`config.mk`:
```
export PLATFORM = sky130hd
export DESIGN_NAME = counter7sd_multi
export DESIGN_NICKNAME = d
export VERILOG_FILES = /design/src/rtl/counter7sd_pkg.sv /design/src/rtl/seg7_decode.sv /design/src/rtl/counter7sd_multi.sv
export SDC_FILE = /design/constraint.sdc
export NUM_CORES = 1
export LEC_CHECK = 0
export ABC_AREA = 1
export ABC_CLOCK_PERIOD_IN_PS = 2300
export CORE_ASPECT_RATIO = 1.5
export CORE_MARGIN = 3
export CORE_UTILIZATION = 55
export DETAILED_ROUTE_END_ITERATION = 12
export GPL_ROUTABILITY_DRIVEN = 0
export PLACE_DENSITY = 0.9
export SLEW_MARGIN = 40
export SYNTH_ARGS = -nofsm -noshare
export SYNTH_HDL_FRONTEND = slang
export SYNTH_SLANG_ARGS = --single-unit
```
`constraint.sdc`:
```
create_clock -name clock -period 2.3 [get_ports clock]
set_clock_uncertainty 0.2 [all_clocks]
set_input_delay 0.345 -clock clock [delete_from_list [all_inputs] [get_ports clock]]
set_output_delay 0.345 -clock clock [all_outputs]
set_load 0.01 [all_outputs]
```
`src/rtl/counter7sd_pkg.sv`:
```
// Shared constants for the multi-digit BCD counter with 7-segment scan output.
// Segment patterns are abcdefg, active-high (bit 6 = a, bit 0 = g).
package counter7sd_pkg;

    localparam logic [6:0] SEG_0   = 7'b1111110;
    localparam logic [6:0] SEG_1   = 7'b0110000;
    localparam logic [6:0] SEG_2   = 7'b1101101;
    localparam logic [6:0] SEG_3   = 7'b1111001;
    localparam logic [6:0] SEG_4   = 7'b0110011;
    localparam logic [6:0] SEG_5   = 7'b1011011;
    localparam logic [6:0] SEG_6   = 7'b1011111;
    localparam logic [6:0] SEG_7   = 7'b1110000;
    localparam logic [6:0] SEG_8   = 7'b1111111;
    localparam logic [6:0] SEG_9   = 7'b1111011;
    localparam logic [6:0] SEG_H   = 7'b0110111;
    localparam logic [6:0] SEG_P   = 7'b1100111;
    localparam logic [6:0] SEG_OFF = 7'b0000000;

    // Counter mode. PAUSED remembers where it came from in a separate flag.
    typedef enum logic [1:0] {
        HOLD   = 2'd0,
        RUN    = 2'd1,
        PAUSED = 2'd2
    } state_t;

endpackage

```
`src/rtl/seg7_decode.sv`:
```
// Combinational BCD to abcdefg decoder. Codes 10..15 never come from the
// counter; they decode to all segments off.
module seg7_decode
    import counter7sd_pkg::*;
(
    input  logic [3:0] bcd,
    output logic [6:0] seg
);

    // Plain lookup of the digit pattern.
    always_comb begin
        seg = SEG_OFF;
        case (bcd)
            4'd0:    seg = SEG_0;
            4'd1:    seg = SEG_1;
            4'd2:    seg = SEG_2;
            4'd3:    seg = SEG_3;
            4'd4:    seg = SEG_4;
            4'd5:    seg = SEG_5;
            4'd6:    seg = SEG_6;
            4'd7:    seg = SEG_7;
            4'd8:    seg = SEG_8;
            4'd9:    seg = SEG_9;
            default: seg = SEG_OFF;
        endcase
    end

endmodule

```
`src/rtl/counter7sd_multi.sv`:
```
// Multi-digit BCD up/down counter with a multiplexed 7-segment display.
// A prescaler produces a count tick every TICK_DIV cycles; a scan counter
// steps the one-hot digit enable every SCAN_DIV cycles.
// Optional build macro COUNTER7SD_LEADING_BLANK_EN blanks leading zero
// digits (never digit 0) while counting.
// state_dbg exposes the FSM state for observation.
module counter7sd_multi
    import counter7sd_pkg::*;
#(
    parameter int DIGITS   = 4,
    parameter int TICK_DIV = 4,
    parameter int SCAN_DIV = 2
)
(
    input  logic                  clock,
    input  logic                  reset,
    input  logic                  pause,
    input  logic                  reverse,
    output logic [6:0]            seg,
    output logic [DIGITS-1:0]     digit_sel,
    output logic [4*DIGITS-1:0]   value,
    output logic                  wrap,
    output state_t                state_dbg
);

    localparam int VW     = 4 * DIGITS;
    localparam int PSC_W  = (TICK_DIV > 1) ? $clog2(TICK_DIV) : 1;
    localparam int SCAN_W = (SCAN_DIV > 1) ? $clog2(SCAN_DIV) : 1;
    localparam int SLOT_W = (DIGITS > 1) ? $clog2(DIGITS) : 1;
    localparam logic [PSC_W-1:0]  PSC_LAST  = PSC_W'(TICK_DIV - 1);
    localparam logic [SCAN_W-1:0] SCAN_LAST = SCAN_W'(SCAN_DIV - 1);
    localparam logic [SLOT_W-1:0] SLOT_LAST = SLOT_W'(DIGITS - 1);

    state_t            state_q, state_d;
    logic              resume_run_q, resume_run_d;
    logic [PSC_W-1:0]  psc_q, psc_d;
    logic [VW-1:0]     value_q, value_d;
    logic              wrap_q, wrap_d;
    logic [VW-1:0]     step_value, all_nines, one_val;
    logic              step_wrap;
    logic              tick;
    logic [SCAN_W-1:0] scan_q;
    logic [SLOT_W-1:0] slot_q;
    logic [DIGITS-1:0] sel_q;
    logic [3:0]        cur_digit;
    logic              blank;
    logic [6:0]        dec_seg, seg_d, seg_q;

    // The prescaler only advances while running, so pause freezes it.
    assign tick = pause && (psc_q == PSC_LAST);

    // Ripple BCD increment/decrement of the whole value, plus load constants.
    always_comb begin
        logic       ripple;
        logic [3:0] d;
        ripple     = 1'b1;
        d          = 4'd0;
        step_value = value_q;
        all_nines  = '0;
        one_val    = '0;
        one_val[0] = 1'b1;
        for (int i = 0; i < DIGITS; i++) begin
            all_nines[4*i +: 4] = 4'd9;
            d = value_q[4*i +: 4];
            if (ripple) begin
                if (!reverse) begin
                    if (d == 4'd9) begin
                        step_value[4*i +: 4] = 4'd0;
                    end else begin
                        step_value[4*i +: 4] = d + 4'd1;
                        ripple = 1'b0;
                    end
                end else begin
                    if (d == 4'd0) begin
                        step_value[4*i +: 4] = 4'd9;
                    end else begin
                        step_value[4*i +: 4] = d - 4'd1;
                        ripple = 1'b0;
                    end
                end
            end
        end
        // A carry/borrow out of the top digit is the decimal wrap.
        step_wrap = ripple;
    end

    // Next-state logic: pause wins over a coincident tick.
    always_comb begin
        state_d      = state_q;
        resume_run_d = resume_run_q;
        psc_d        = psc_q;
        value_d      = value_q;
        wrap_d       = 1'b0;
        case (state_q)
            HOLD, RUN: begin
                if (!pause) begin
                    state_d      = PAUSED;
                    resume_run_d = (state_q == RUN);
                end else begin
                    psc_d = tick ? '0 : psc_q + 1'b1;
                    if (tick) begin
                        if (state_q == HOLD) begin
                            state_d = RUN;
                            value_d = reverse ? all_nines : one_val;
                        end else begin
                            value_d = step_value;
                            wrap_d  = step_wrap;
                        end
                    end
                end
            end
            PAUSED: begin
                // Restart the prescaler so the first tick is a full period away.
                if (pause) begin
                    state_d = resume_run_q ? RUN : HOLD;
                    psc_d   = '0;
                end
            end
            default: state_d = HOLD;
        endcase
    end

    // FSM, prescaler, count value and wrap pulse registers.
    always_ff @(posedge clock or negedge reset) begin
        if (!reset) begin
            state_q      <= HOLD;
            resume_run_q <= 1'b0;
            psc_q        <= '0;
            value_q      <= '0;
            wrap_q       <= 1'b0;
        end else begin
            state_q      <= state_d;
            resume_run_q <= resume_run_d;
            psc_q        <= psc_d;
            value_q      <= value_d;
            wrap_q       <= wrap_d;
        end
    end

    // Scan counter: dwell SCAN_DIV cycles on each slot, digit 0 first.
    always_ff @(posedge clock or negedge reset) begin
        if (!reset) begin
            scan_q <= '0;
            slot_q <= '0;
            sel_q  <= DIGITS'(1);
        end else if (scan_q == SCAN_LAST) begin
            scan_q <= '0;
            if (slot_q == SLOT_LAST) begin
                slot_q <= '0;
                sel_q  <= DIGITS'(1);
            end else begin
                slot_q <= slot_q + 1'b1;
                sel_q  <= sel_q << 1;
            end
        end else begin
            scan_q <= scan_q + 1'b1;
        end
    end

    // Select the digit for the current slot and decide whether it is blanked.
    always_comb begin
        cur_digit = value_q[3:0];
        blank     = 1'b0;
        for (int i = 0; i < DIGITS; i++) begin
            if (slot_q == SLOT_W'(i)) begin
                cur_digit = value_q[4*i +: 4];
`ifdef COUNTER7SD_LEADING_BLANK_EN
                blank = (i != 0);
                for (int j = i; j < DIGITS; j++) begin
                    if (value_q[4*j +: 4] != 4'd0) blank = 1'b0;
                end
`else
                blank = 1'b0;
`endif
            end
        end
    end

    seg7_decode u_decode (
        .bcd (cur_digit),
        .seg (dec_seg)
    );

    // Mode letters override the decoded digit; blanking applies only in RUN.
    always_comb begin
        seg_d = dec_seg;
        case (state_q)
            HOLD:    seg_d = SEG_H;
            PAUSED:  seg_d = SEG_P;
            default: seg_d = blank ? SEG_OFF : dec_seg;
        endcase
    end

    // Segment output register: one cycle behind value and slot.
    always_ff @(posedge clock or negedge reset) begin
        if (!reset) begin
            seg_q <= SEG_H;
        end else begin
            seg_q <= seg_d;
        end
    end

    assign seg       = seg_q;
    assign digit_sel = sel_q;
    assign value     = value_q;
    assign wrap      = wrap_q;
    assign state_dbg = state_q;

endmodule

```
After elaboration in Yosys (flattened, before gate mapping) --
Memories as Yosys holds them, arrays and structs flattened. Index checks and enable logic that the tools add are counted.
Word-level totals: flip-flop bits (word level) 36, bits in latches 0, bits in writable memories 0, memory bits (read-only) 112, logic and storage cells 110, memories 1
Memory list:
- (name not given) | depth 16, bits a word 7, read ports 1, clocked after Yosys merged registers in 0, write ports 0, line seg7_decode.sv:13 | case (bcd)
Operators by class: add/sub/neg operators 11, multiply operators 0, div/mod/pow operators 0, order comparisons 0, eq/ne operators 14, shift operators 0, mux-type cells 53, bitwise logic cells 1, reductions and logical operators 18
Operators by type and width (count):
- 4-bit 2-to-1 mux | 19
- 16-bit 2-to-1 mux | 2
- 1-bit 2-to-1 mux | 21
- 4-bit by 1-bit adder with 4-bit output, second input constant | 4
- 4-bit == test, second input constant | 4
- 4-bit zero test | 4
- 2-bit 2-to-1 mux | 8
- 4-bit by 1-bit subtractor with 4-bit output, second input constant | 4
- 7-bit case mux with 2 select lines | 1
- 4-bit AND reduction | 3
- 3-bit AND reduction | 3
- 2-bit == test, second input constant | 4
- 2-bit case mux with 2 select lines | 2
- 2-bit nonzero test | 4
- 3-bit != test, second input constant | 2
- 2-bit by 1-bit adder with 2-bit output, second input constant | 2
- 2-bit by 1-bit == test with 1-bit output, second input constant | 2
- 2-bit != test, second input constant | 2
- 2-bit zero test | 1
- 2-bit AND reduction | 1
- 2-bit OR reduction | 1
- 1-bit adder, second input constant | 1
- 1-bit logical AND | 1
- 1-bit inverter | 1

Depth between registers and ports, before layout --
depth after elaboration 10, mapped depth 13

Modules after synthesis --
From an unflattened synthesis, not the netlist that was laid out.
Second synthesis, totals: cells, all modules 352, area, all modules 2494.9 um^2
Modules (own cells, without submodules):
- counter7sd_multi | times used 1, cells an instance 313, area each 2284.7 um^2, seq. area each 908.4 um^2
- seg7_decode | times used 1, cells an instance 39, area each 210.2 um^2, seq. area each 0.0 um^2

Worst setup path before layout --
Ideal clock, no wire load.
path type register to register, start register slot_q[0], end register seg_q[3] (netlist: seg[3]), arrival time 1.839 ns, required time 2.023 ns, setup slack 0.183 ns, cell stages (with the launch flop) 12, path buffers 0, period minus slack after synthesis 2.117 ns, cells stage by stage dfrtp_1 > inv_1 > ha_1 > inv_1 > nor2_1 > nor2_1 > a22oi_1 > inv_1 > ha_1 > o21ai_2 > inv_1 > a21oi_1
Between the ends: longest elaborated chain between the ends 6
Ends and longest elaborated chain:
- start: declaration | line counter7sd_multi.sv:43 | logic [SLOT_W-1:0] slot_q;
- start signal: assignment | line counter7sd_multi.sv:152 | slot_q <= slot_q + 1'b1;
- 2-bit by 1-bit == test with 1-bit output | line counter7sd_multi.sv:165 | if (slot_q == SLOT_W'(i)) begin
- 4-bit 2-to-1 mux (2 in series) | line counter7sd_multi.sv:165
- 4-bit 2-to-1 mux (*) | line counter7sd_multi.sv:165
- memory 16 x 7 bit (*)
- 7-bit case mux with 2 select lines (*) | line counter7sd_multi.sv:187 | case (state_q)
- named net seg_d[3] | line counter7sd_multi.sv:47 | logic [6:0] dec_seg, seg_d, seg_q;
- end signal: assignment | line counter7sd_multi.sv:199 | seg_q <= seg_d;
- end: declaration | line counter7sd_multi.sv:47
The timed path passes the listed nets; every way through them passes the cells marked *. A chain may end at the register's enable or synchronous reset.

Worst setup path after layout --
Ends and elaborated chain as after synthesis.

==> impl_metrics.csv <==
group,metric,value,unit
outcome,outcome,"finished, final reports clean",
clock_network,cts_inserted_buffers,5,
place,placement.cell_area,2770,um2
synthesis,synth-seq-area-share,38.2,%
synthesis,post-synth-top-area-cell,"sky130_fd_sc_hd__dfrtp_1",
pwr,share_clk_of_total_power,16.1,%
sta,max-slew-margin-rel,69.3,%
grt,via_count_of_the_first_global_routing_pass,2383,
clock_network,tritoncts,"done",
critical_path,cp-end-kind,"register",
grt,global_route.usage.total,25.7,%
sta,tightest_slew,0.460,ns
sta,fin_hold_ws,0.265,ns
synthesis,syn-instance-count,333,
synthesis,synth_area_per_cell,7.14,um2
place,dp.final_hpwl,4240,um
drt,drt-initial-drc-count,124,
layout,multi_input_area,1270,um2
sta,max_freq,472,MHz
critical_path,cp_slowest_stage_delay,0.42,ns
sta,fin_tns_setup,0,ns
run,maxCapViolations,0,
drt,detailroute.wirelength.met2,3180,um
synthesis,synth_top_area_share,31.6,%
layout,finish.utilization,70.8,%
pwr,irDropWorstVdd,0.000677,V
layout,count_of_fill_cells_added_during_filler_insertion,317,
synthesis,synth-warning-count,0,
drt,top_layer,"met4",
layout,antenna-diode-count,0,
critical_path,crit_slowest_cell,"sky130_fd_sc_hd__dfrtp_1",
layout,finalNetCount,386,
clock_network,clkTransAtPathRegs,0.07,ns
sta,layout_worst_path_cycle_share,92.1,%
pwr,power_frac_seq,33.5,%
drt,wire_per_inst,14.2,um
critical_path,cp_cell_sequence,"inv_2 > ha_2 > inv_2 > nor2_1 > nor2_1 > a22oi_1 > inv_1 > ha_1 > o21ai_2 > inv_1 > a21oi_1",
drt,routed_wl,5920,um
clock_network,clock_insertion_delay_worst_skew,0.29,ns
floorplanning,placeableCoreArea,4060,um2
pwr,internal_power,1.72,mW
sta,fin_crit,2.12,ns
synthesis,synth.top_cells.by_area,"sky130_fd_sc_hd__dfrtp_1 32%, sky130_fd_sc_hd__nand2_1 14%, sky130_fd_sc_hd__dfstp_2 6.6%",
sta,final_max_slew_viol_count,0,
clock_network,clk_path_buf_depth,2,
layout,area_growth,20.9,%
pwr,leakagePower,1.41,nW
grt,maximum_number_of_pins_on_one_net_before_global_route_repair,37,
critical_path,critical_path_required,2.31,ns
synthesis,ys.flop_type,"sky130_fd_sc_hd__dfrtp_1",
drt,detail_route.wirelength.met1,2220,um
place,io_buffer_count,33,
drt,first_pass_iters,4,
critical_path,critical_path_arrival,2.13,ns
min_path,timing.hold.worst.class,"input pin to async pin",
sta,grt_setup_unrepaired,"false",
drt,wl_met3,302,um
drt,drtAntennaViolNets,0,
floorplanning,boundaryPins,34,
layout,regArea,908,um2
clock_network,cts.hold.buffers_added,0,
synthesis,ys_ff_latch,36,
floorplanning,rows,28,
synthesis,synth-async-reset-ratio,100,%
synthesis,synth_cell_type_count,31,
clock_network,clock-root-buffer,"sky130_fd_sc_hd__clkbuf_8",
floorplanning,die_width,59.7,um
floorplanning,floorplan.initialDensity,58.5,%
layout,stdcell_area,2880,um2
floorplanning,fp.dieH,86.5,um
synthesis,synth.cell_area,2380,um2
grt,grt_first_pass_wirelength,10200,um
floorplanning,design.die.area,5170,um2
synthesis,synth_enable_flop_cells,0,
sta,report.final.setup_viol,0,
critical_path,worstPathMaxFanout,5,
layout,fraction_of_layout_instances_using_a_drive_strength_above_1,13.7,%
sta,timing.final.hold_violations,0,
grt,overflow,0,
drt,drc_errors,0,
synthesis,synthesis.nets,347,
drt,routed_via_density,5.62,
pwr,comb_power_share,50.4,%
clock_network,cts_repair_resize_count,0,
drt,routed-via-count,2348,
pwr,power_density,1070,nW/um2
pwr,total_switching_power,1.35,mW
clock_network,cts.htree.levels,2,
pwr,power_switching_share,43.9,%
grt,initial_antenna_violation_count,0,
clock_network,count_of_buffers_added_by_post_cts_timing_repair_for_setup,0,
critical_path,setup.worst_path.class,"register to register",
critical_path,setup.worst_path.start_class,"register",
clock_network,clock-sinks,36,
registers in the layout, indices dropped and copies added (netlist names):
| register | cells |
|---|---|
| psc_q | 2 |
| value | 16 |
| wrap | 1 |
| seg | 7 |
| resume_run_q | 1 |
| digit_sel | 4 |
| state_dbg | 2 |
| slot_q | 2 |
| scan_q | 1 |
power groups by stage:
| stage | sequential, mW | clock, mW | combinational [mW] |
|---|---|---|---|
| 6_report | 1.03 | 0.493 | 1.55 |
| 5_1_grt | 1.06 | 0.531 | 1.73 |
| 4_1_cts | 1.03 | 0.500 | 1.54 |
| 3_5_place_dp | 1.04 | 0 | 1.52 |
| 3_3_place_gp | 1.03 | 0 | 1.47 |
| 2_1_floorplan | 1.05 | 0 | 0.940 |
layout by cell type, fill, tap and decap left out:
cell and instances:
sky130_fd_sc_hd__nand2_1 89, sky130_fd_sc_hd__inv_1 36, sky130_fd_sc_hd__clkdlybuf4s50_1 33, sky130_fd_sc_hd__dfrtp_1 30, sky130_fd_sc_hd__nor2_1 28, sky130_fd_sc_hd__o21ai_0 24, sky130_fd_sc_hd__nand3_1 23, sky130_fd_sc_hd__a21oi_1 22
sky130_fd_sc_hd__nand2_2 10, sky130_fd_sc_hd__inv_2 9, sky130_fd_sc_hd__ha_1 9, sky130_fd_sc_hd__clkbuf_8 7, sky130_fd_sc_hd__dfstp_2 6, sky130_fd_sc_hd__buf_4 6, sky130_fd_sc_hd__nor2_2 5, sky130_fd_sc_hd__o211ai_1 4
sky130_fd_sc_hd__nor2_4 4, sky130_fd_sc_hd__o31ai_1 4, sky130_fd_sc_hd__o21ai_2 3, sky130_fd_sc_hd__o22ai_1 3, sky130_fd_sc_hd__a22oi_1 2, sky130_fd_sc_hd__o21ai_1 2, sky130_fd_sc_hd__a31oi_1 2, sky130_fd_sc_hd__nor3_1 2
sky130_fd_sc_hd__nand4_1 2, sky130_fd_sc_hd__nand3b_1 1, sky130_fd_sc_hd__a21o_1 1, sky130_fd_sc_hd__a32oi_1 1, sky130_fd_sc_hd__a21boi_0 1, sky130_fd_sc_hd__mux2i_1 1, sky130_fd_sc_hd__xor2_1 1, sky130_fd_sc_hd__ha_2 1
sky130_fd_sc_hd__clkbuf_1 1
cell type report:
cell class / instances / area share [%]
multi-input cells: 245 / 44.0
well taps: 45 / 1.96
flip-flops and latches: 36 / 31.6
clock buffers: 8 / 3.48
inverters: 45 / 5.87
repair buffers: 39 / 13.1
synthesized netlist by cell type (5+ instances only):
cell type	number
sky130_fd_sc_hd__a21oi_1	22
sky130_fd_sc_hd__dfrtp_1	30
sky130_fd_sc_hd__dfstp_2	6
sky130_fd_sc_hd__ha_1	10
sky130_fd_sc_hd__inv_1	38
sky130_fd_sc_hd__inv_2	7
sky130_fd_sc_hd__nand2_1	89
sky130_fd_sc_hd__nand2_2	10
sky130_fd_sc_hd__nand3_1	23
sky130_fd_sc_hd__nor2_1	28
sky130_fd_sc_hd__nor2_2	5
sky130_fd_sc_hd__o21ai_0	24
stage by stage:
stage          worst slack, ns  std cells  power, mW
4_1_cts                  0.102        418       3.06
3_5_place_dp             0.129        410       2.55
5_1_grt                 0.0243        418       3.32
2_1_floorplan            0.183        333       1.99
6_report                 0.181        418       3.07
3_3_place_gp             0.235        410       2.51
layer usage:
| metal | vias up | track usage, % |
|---|---|---|
| met3 | 24 | 5.37 |
| met4 | 0 | 14.1 |
| met5 | - | 0 |
| met2 | 92 | 44.0 |
| met1 | 1073 | 28.7 |
| li1 | 1159 | - |
logic make-up (layout without fill, tap and decap cells):
kind of cell    count (synthesis)  in the layout  synth area share (%)
simple gates                  164            164                  30.4
compound gates                 69             69                  16.5
buf+inv                        52             92                  8.84
flops                          36             36                  38.2
fa+ha+maj                      10             10                  5.26
xor+xnor                        1              1                 0.368
mux                             1              1                 0.421
critical path, delay by kind of cell, from the launching register on:
kind,cells,cell delay (ns)
compound gates,3,0.46
fa+ha+maj,2,0.51
buf+inv,4,0.31
flops,1,0.42
simple gates,2,0.15
final timing paths:
path                            from       end  slack [ns]  cells past startpoint
setup / recovery           slot_q[0]    seg[3]        0.18                     11
hold / removal                 reset  value[7]        0.26                      2
setup reg to reg           slot_q[0]    seg[3]        0.18                     11
hold reg to reg             psc_q[0]  psc_q[0]        0.29                      1
max in group asynchronous      reset    seg[4]        1.27                      2
min in group clock          psc_q[0]  psc_q[0]        0.29                      1
Power figures use the tool's default switching activity.
